<file path="config.mk">
export PLATFORM = sky130hd
export DESIGN_NAME = dds_rom_seq
export DESIGN_NICKNAME = d
export VERILOG_FILES = /design/src/rtl/dds_pkg.sv /design/src/rtl/dds_valid_delay.sv /design/src/rtl/dds_rom_seq.sv
export SDC_FILE = /design/constraint.sdc
export NUM_CORES = 1
export LEC_CHECK = 0
export CORE_UTILIZATION = 56
export DETAILED_ROUTE_END_ITERATION = 7
export GPL_TIMING_DRIVEN = 0
export PLACE_DENSITY = 0.89
export SLEW_MARGIN = 20
export SYNTH_ARGS = -nofsm -noshare
export SYNTH_HDL_FRONTEND = slang
export SYNTH_SLANG_ARGS = --single-unit
</file>
<file path="constraint.sdc">
create_clock -name clk -period 7.4 [get_ports clk]
set_clock_uncertainty 0.05 [all_clocks]
set_input_delay 1.48 -clock clk [delete_from_list [all_inputs] [get_ports clk]]
set_output_delay 1.48 -clock clk [all_outputs]
set_load 0.01 [all_outputs]
</file>
<file path="src/rtl/dds_pkg.sv">
// dds_pkg: shared state encoding, quadrant codes and drain timing for the DDS ROM sequencer.
package dds_pkg;
  typedef enum logic [1:0] {IDLE = 2'd0, RUN = 2'd1, DRAIN = 2'd2} state_t;
  localparam logic [1:0] Q0 = 2'd0;
  localparam logic [1:0] Q1 = 2'd1;
  localparam logic [1:0] Q2 = 2'd2;
  localparam logic [1:0] Q3 = 2'd3;
  localparam int ROM_LAT_DEF = 1;
  localparam int DRAIN_CYC = ROM_LAT_DEF + 1;
endpackage

</file>
<file path="src/rtl/dds_valid_delay.sv">
// dds_valid_delay: DEPTH-stage shift register carrying {valid, neg} alongside the ROM read.
module dds_valid_delay #(
  parameter int DEPTH = 1
) (
  input  logic       clk,
  input  logic       rst,
  input  logic [1:0] din,
  output logic [1:0] dout
);
  logic [1:0] sr [DEPTH];
  always_ff @(posedge clk) begin
    if (rst) begin
      for (int i = 0; i < DEPTH; i++) sr[i] <= '0;
    end else begin
      sr[0] <= din;
      for (int i = 1; i < DEPTH; i++) sr[i] <= sr[i-1];
    end
  end
  assign dout = sr[DEPTH-1];
endmodule

</file>
<file path="src/rtl/dds_rom_seq.sv">
// dds_rom_seq: quarter-wave DDS sequencer driving a registered sine-magnitude ROM.
module dds_rom_seq
  import dds_pkg::*;
#(
  parameter int PHASE_W = 32,
  parameter int ADDR_W  = 8,
  parameter int DATA_W  = 16,
  parameter int ROM_LAT = DRAIN_CYC - 1,
  parameter int CNT_W   = 16
) (
  input  logic               clk,
  input  logic               rst,
  input  logic               cfg_valid,
  output logic               cfg_ready,
  input  logic [PHASE_W-1:0] cfg_fword,
  input  logic [PHASE_W-1:0] cfg_poff,
  input  logic [CNT_W-1:0]   cfg_burst,
  input  logic               start,
  input  logic               stop,
  output logic               busy,
  output logic [ADDR_W-1:0]  rom_addr,
  input  logic [DATA_W-1:0]  rom_data,
  output logic [DATA_W:0]    dout,
  output logic               dout_valid,
  output logic               done
);
  localparam int LO = PHASE_W - ADDR_W - 2;
  localparam int DRAIN_N = ROM_LAT + 1;
  localparam int DW = $clog2(DRAIN_N + 1);
  state_t state, state_n;
  logic [PHASE_W-1:0] fword, poff, acc;
  logic [CNT_W-1:0] burst, count;
  logic [DW-1:0] dcnt;
  logic [LO-1:0] lo_sum;
  logic carry;
  logic [ADDR_W+1:0] ph;
  logic [1:0] q;
  logic [ADDR_W-1:0] idx;
  logic issue, last, drain_end, mirror, neg;
  logic iss_v, iss_neg, dly_v, dly_neg;
  // only the top ADDR_W+2 phase bits matter; the low half just feeds its carry
  assign lo_sum = acc[LO-1:0] + poff[LO-1:0];
  assign carry = lo_sum < acc[LO-1:0];
  assign ph = acc[PHASE_W-1 -: ADDR_W+2] + poff[PHASE_W-1 -: ADDR_W+2] + (ADDR_W+2)'(carry);
  assign q = ph[ADDR_W+1:ADDR_W];
  assign idx = ph[ADDR_W-1:0];
  assign mirror = !(q inside {Q0, Q2});
  assign neg = q inside {Q2, Q3};
  assign cfg_ready = state == IDLE;
  assign busy = !cfg_ready;
  always_comb begin
    issue = state == RUN && !stop;
    last = issue && burst != '0 && count + CNT_W'(1) == burst;
    drain_end = state == DRAIN && dcnt == DW'(DRAIN_N - 1);
    state_n = state == IDLE ? (start ? RUN : IDLE)
            : state == RUN  ? ((stop || last) ? DRAIN : RUN)
            : drain_end     ? IDLE : state;
  end
  always_ff @(posedge clk) state <= rst ? IDLE : state_n;
  always_ff @(posedge clk) begin
    if (rst) begin
      fword <= '0;
      poff <= '0;
      burst <= '0;
      acc <= '0;
      count <= '0;
      dcnt <= '0;
      rom_addr <= '0;
      iss_v <= 1'b0;
      iss_neg <= 1'b0;
      dout <= '0;
      dout_valid <= 1'b0;
      done <= 1'b0;
    end else begin
      if (cfg_valid && cfg_ready) begin
        fword <= cfg_fword;
        poff <= cfg_poff;
        burst <= cfg_burst;
      end
      if (state == IDLE && start) begin
        acc <= '0;
        count <= '0;
      end
      if (issue) begin
        rom_addr <= mirror ? ~idx : idx;
        acc <= acc + fword;
        count <= count + CNT_W'(1);
      end
      dcnt <= state == DRAIN ? dcnt + DW'(1) : '0;
      done <= drain_end;
      iss_v <= issue;
      iss_neg <= neg;
      dout_valid <= dly_v;
      if (dly_v) dout <= dly_neg ? -{1'b0, rom_data} : {1'b0, rom_data};
    end
  end
  dds_valid_delay #(.DEPTH(ROM_LAT)) u_dly (
    .clk (clk),
    .rst (rst),
    .din ({iss_v, iss_neg}),
    .dout({dly_v, dly_neg})
  );
endmodule

</file>
# After elaboration in Yosys (flattened, before gate mapping)
# Memories as Yosys holds them, arrays and structs flattened.
# Index checks and enable logic that the tools add are counted.
# classes
n_bitwise	2
mux	16
addsub	7
n_reduce_logical	18
n_lt_le_gt_ge	1
eq_ne	6
# ops
op	n
32-bit two-way mux	2
32-bit adder	1
16-bit two-way mux	2
22-bit adder	1
22-bit less-than comparator	1
17-bit two-way mux	1
16-bit negator with 17-bit output	1
16-bit by 1-bit adder with 16-bit output (second input constant)	1
16-bit equality test	1
16-bit nonzero test	1
10-bit by 1-bit adder with 10-bit output	1
10-bit adder	1
2-bit two-way mux	5
8-bit two-way mux	1
8-bit NOT	1
2-bit equality test (second input constant)	3
1-bit logical AND	6
2-bit nonzero test	3
1-bit two-way mux	5
2-bit by 1-bit equality test with 1-bit output (second input constant)	2
2-bit zero test	2
2-bit OR reduction	2
3-bit nonzero test	1
2-bit by 1-bit adder with 2-bit output (second input constant)	1
other kinds (3)	4
# word_totals
register_bits	161
elab_cells	64
output_inout_bits	29
n_memories	1
ram_bits	2
# memory_table
memory	depth	width	read_ports	rd_clocked_by_memory_dff	wr	line	source
u_dly.sr	1	2	1	0	1	dds_valid_delay.sv:10	logic [1:0] sr [DEPTH];

# Depth between registers and ports, before layout
# logic_depth
word_depth	8
depth_mapped	28

# Modules after synthesis
# Synthesis repeated with hierarchy kept, for this count alone.
# hier_totals
hier_cells	1197
area_unflattened_um2	9653.0
# modules_own_cells
mod	seq_area_each_um2	area_per_inst_um2	cells_each	instances
dds_rom_seq	3223.1	9600.5	1193	1
dds_valid_delay	40.0	52.6	4	1

# Least setup slack after synthesis
# Ideal clock, no wire load.
# synth_path
kind	register to register
start	register poff[0]
end	register rom_addr[3]
arrival_ps	5654
path_stages_with_launch	25
t_required_ps	7264
period_less_slack_ps	5789
setup_slack_ps	1611
path_cell_list	dfxtp_1 -> and2_1 -> fa_1 -> a21o_1 -> a21o_1 -> a2111oi_1 -> nor3_1 -> nor2_1 -> a31oi_1 -> or4b_1 -> nand4b_1 -> ha_1 -> nand4_1 -> a311oi_1 -> a211oi_1 -> fa_1 -> fa_1 -> a21o_1 -> a21oi_1 -> nor2b_1 -> o21a_1 -> o41ai_1 -> xnor2_2 -> xnor2_1 -> a211oi_1
# synth_between
elab_chain_cells	6
elab_cells_between_ends	8
cone_classes	add/sub (2); order compare (1); eq/ne (1); mux (1); bitwise (1); reduce/logical (2)
# synth_rtl
item	line	source
start: declaration	dds_rom_seq.sv:31	logic [PHASE_W-1:0] fword, poff, acc;
start signal: assignment	dds_rom_seq.sv:77	poff <= cfg_poff;
22-bit adder *	dds_rom_seq.sv:42	assign lo_sum = acc[LO-1:0] + poff[LO-1:0];
22-bit less-than comparator *	dds_rom_seq.sv:43	assign carry = lo_sum < acc[LO-1:0];
10-bit by 1-bit adder with 10-bit output *	dds_rom_seq.sv:44	assign ph = acc[PHASE_W-1 -: ADDR_W+2] + poff[PHASE_W-1 -: ADDR_W+2] + (ADDR_W+2)'(carry);
2-bit equality test or 2-bit zero test (tied branches)	dds_rom_seq.sv:47	assign mirror = !(q inside {Q0, Q2});
2-bit nonzero test	dds_rom_seq.sv:47	
8-bit two-way mux *	dds_rom_seq.sv:85	rom_addr <= mirror ? ~idx : idx;
end signal: assignment	dds_rom_seq.sv:85	
end: declaration	dds_rom_seq.sv:21	output logic [ADDR_W-1:0] rom_addr,
# Mark *: on every way between the ends. The rest lies on a longest branch, timed or not.
# A chain may end at the register's enable or synchronous reset.

# Worst setup path in the final report
# layout_path
start	register poff[0]
end	register rom_addr[4]
# The elaborated chain is that of the path after synthesis.

==> key figures <==
Hold path
  – Hold path startpoint: dcnt[0]
  – Hold Path End: dcnt[0]
  – Hold Path Class: flip-flop to flip-flop
  – Hold path cells: 1

Critical path
  – CP Launch Type: flip-flop
  – RR Endpoint: rom_addr[4]
  – Worst reg2reg path startpoint: poff[0]
  – Reg2Reg Depth: 24
  – Setup Crit Path Kind: flip-flop to flip-flop
  – Max FO, Critical Path: 8
  – CP Data Required Time: roughly 7.7 ns
  – Crit. End Element: flip-flop
  – Reg2Reg Setup Slack: between 0.5 and 0.6 ns
  – Critical path arrival: a little over 7 ns

Synthesis
  – Most area-hungry cell type in the Yosys netlist: dfxtp_1
  – Synth Net Count: approximately 1,400
  – Netlist cell types: 64
  – Synth Register Bits: approximately 160
  – Ys Warns: 0
  – Synthesized area: ~9800 um^2
  – Mapped Avg Cell Area: between 7 and 8 um^2
  – Register area share after synthesis: between 30% and 40%
  – Async SR Flop Fraction: 0%
  – Post-synth top area share: between 30% and 40%
  – Top post-synthesis cells by area: dfxtp_1 (33%), ha_1 (11%), nand2_1 (8.7%)
  – Post-synth EDFFs: 0
  – Mapped Cells: ~1,300
  – Top FF cell, synth: dfxtp_1

Place
  – Port bufs: 128
  – Final GP Congestion: between 0.9 and 1
  – Post-DP Area: about 11,000 um^2
  – Hpwl dp: between 20,000 and 25,000 um

Die
  – Top Ports: 130
  – Die X: ~130 um
  – Core Area: between 15,000 and 20,000 um^2
  – Die H: roughly 130 um
  – Row cnt: between 40 and 50
  – Initial Util: between 50% and 60%
  – Full die area: roughly 18,000 um^2

GRT
  – GRT Overall Usage: between 30% and 40%
  – Global route overflow: 0
  – Largest net degree at the start of global routing: 17
  – Number of global-route vias before repair: approximately 9,000
  – Initial antenna violation count: 0
  – First-pass GRT wire length: 43,600 um

Power and ir drop
  – Leak Pwr: between 4 and 5 nW
  – Worst VDD drop: between 0.15 and 0.2 mV
  – PD cells: between 150 and 200 nW/um^2

Clocking
  – Clock Tree Root: clkbuf_16
  – Clk pin slew, worst setup/hold paths: 0.07 ns
  – Post-CTS resize count: 0
  – CTS Buf Count: 17
  – CTS sink cnt: 163
  – CTS tree: done
  – H-tree Lvls: 4
  – Worst-Skew Late Latency: 0.45 ns
  – Clk buf depth: 2
  – Post-CTS setup buffers: 0
  – Hold_buf cts: 0

Final layout
  – Antenna diodes: 0
  – Commonest non-fill, non-tap cell in the layout: nand2_1
  – Commonest cells after routing, fill and taps aside: nand2_1 (228), dfxtp_1 (163), a21oi_1 (141)
  – Post-route cell area: 12,000 um^2
  – Nets: approximately 1,600
  – Synth-to-layout area growth: 21.8%
  – Share of layout cells above drive strength 1: between 2 and 3%

Routing
  – WL met2: between 10,000 and 15,000 um
  – DR top layer: met4
  – Drt drc: 0
  – Final wirelength: 27,200 um
  – WL/cell: 16.6 um
  – 1st-pass router iterations: 7
  – Met3 wire len: 1670 um
  – Vias per cell: between 5 and 6
  – Initial DRC Count: approximately 690
  – Post-route ant nets: 0
  – Wire length on met1: 11,700 um
  – Vias: around 9,600

STA
  – Final setup vio count: 0
  – Setup TNS: 0 ns
  – Slew Viols, Final: 0
  – Final hold vios: 0
  – Slew @ Worst Pin: around 0.95 ns
  – RSZ-0062 raised after global routing: false
  – Rel. slew slack: a little over a third
  – Fin crit share: between 90% and 100%
  – Fmax achieved: 146 MHz
  – Min Tclk post-route: roughly 7 ns

Outcome
  – Status: complete, no violations

Flow run
  – Max-cap viol count: 0
==> routing by layer <==
metal / vias up / track usage, %
met5: - / 0
met4: 0 / 16.4
met3: 89 / 4.47
met2: 359 / 51.4
met1: 4417 / 38.2
li1: 4701 / -
==> synthesized netlist by cell type, types with 15 or more instances <==
cell,instances
nand2_1,228
dfxtp_1,163
a21oi_1,141
nor2_1,91
ha_1,83
clkbuf_1,50
o21ai_0,49
xnor2_1,48
xor2_1,46
inv_1,44
o21ai_1,30
a211oi_1,24
nand3_1,22
a21o_1,17
nor2b_1,17
nor3_1,17
nand4_1,15
==> critical path, cell delays in order (launching register included) <==
cell and delay [ns]:
dfxtp_1 0.34, and2_1 0.18, fa_1 0.39, a21o_1 0.20
a21o_1 0.21, a2111oi_1 0.72, nor2_1 0.15, a31o_2 0.29
xor2_1 0.15, ha_1 0.30, nand4_1 0.09, nor2_1 0.17
o211ai_1 0.18, a311oi_1 0.33, a211oi_1 0.15, fa_1 0.43
fa_1 0.43, a21o_1 0.19, a21oi_1 0.24, nor2b_1 0.08
o21a_1 0.20, o41ai_1 0.48, xnor2_2 0.32, xnor2_1 0.21
a211oi_1 0.28
==> stage by stage <==
step	power, mW	hold WS (ns)	cells	setup slack [ns]	utilization [%]
after floorplan	1.20	0.348	1252	1.61	-
after global placement	1.33	0.356	1605	0.860	66.1
after detailed placement	1.35	0.365	1605	0.592	66.1
after CTS	2.22	0.375	1637	0.553	69.5
after global routing	2.30	0.408	1637	0.126	69.5
final	2.23	0.373	1637	0.540	69.5
==> cell type report <==
| cell class | count | area (um^2) |
|---|---|---|
| Sequential cell | 163 | 3260 |
| Buffer | 50 | 188 |
| Clock buffer | 19 | 453 |
| Timing Repair Buffer | 128 | 1280 |
| Tap cell | 225 | 282 |
| Multi-Input combinational cell | 994 | 6220 |
| Clock inverter | 13 | 126 |
| Inverter | 45 | 169 |
| Fill cell | 1375 | 5260 |
==> cell families (layout without fill, tap and decap cells) <==
logic type	Yosys count	in the layout	share of synthesized area, %
flops	163	163	33.2
simple gates	464	464	21.5
xor+xnor	95	95	8.53
fa+ha+maj	87	87	11.4
buf+inv	95	255	3.62
compound gates	342	342	21.2
mux	6	6	0.610
==> how the worst max path moves through the flow <==
stage               cells after the start    start     endpoint  slack, ns
finish                                 24  poff[0]  rom_addr[4]       0.54
global route                           24  poff[0]  rom_addr[1]       0.13
CTS                                    24  poff[0]  rom_addr[7]       0.55
detailed placement                     24  poff[0]  rom_addr[7]       0.59
global placement                       24  poff[0]  rom_addr[7]       0.86
floorplan                              24  poff[0]  rom_addr[3]       1.61
==> report_power, final <==
part	internal, mW	leakage (nW)	total [mW]	switching, mW
clock	0.486	0.283	0.887	0.401
sequential	0.917	1.33	0.950	0.0333
combinational	0.173	3.17	0.387	0.214
total	1.58	4.78	2.23	0.649
==> state kept, by name (all words and copies together) (netlist names) <==
signal      cells
acc            32
burst          16
count          16
dcnt            2
done            1
dout           17
dout_valid      1
fword          32
iss_neg         1
iss_v           1
poff           32
rom_addr        8
state           2
u_dly.sr        2
(Power assumes the default switching activity.)
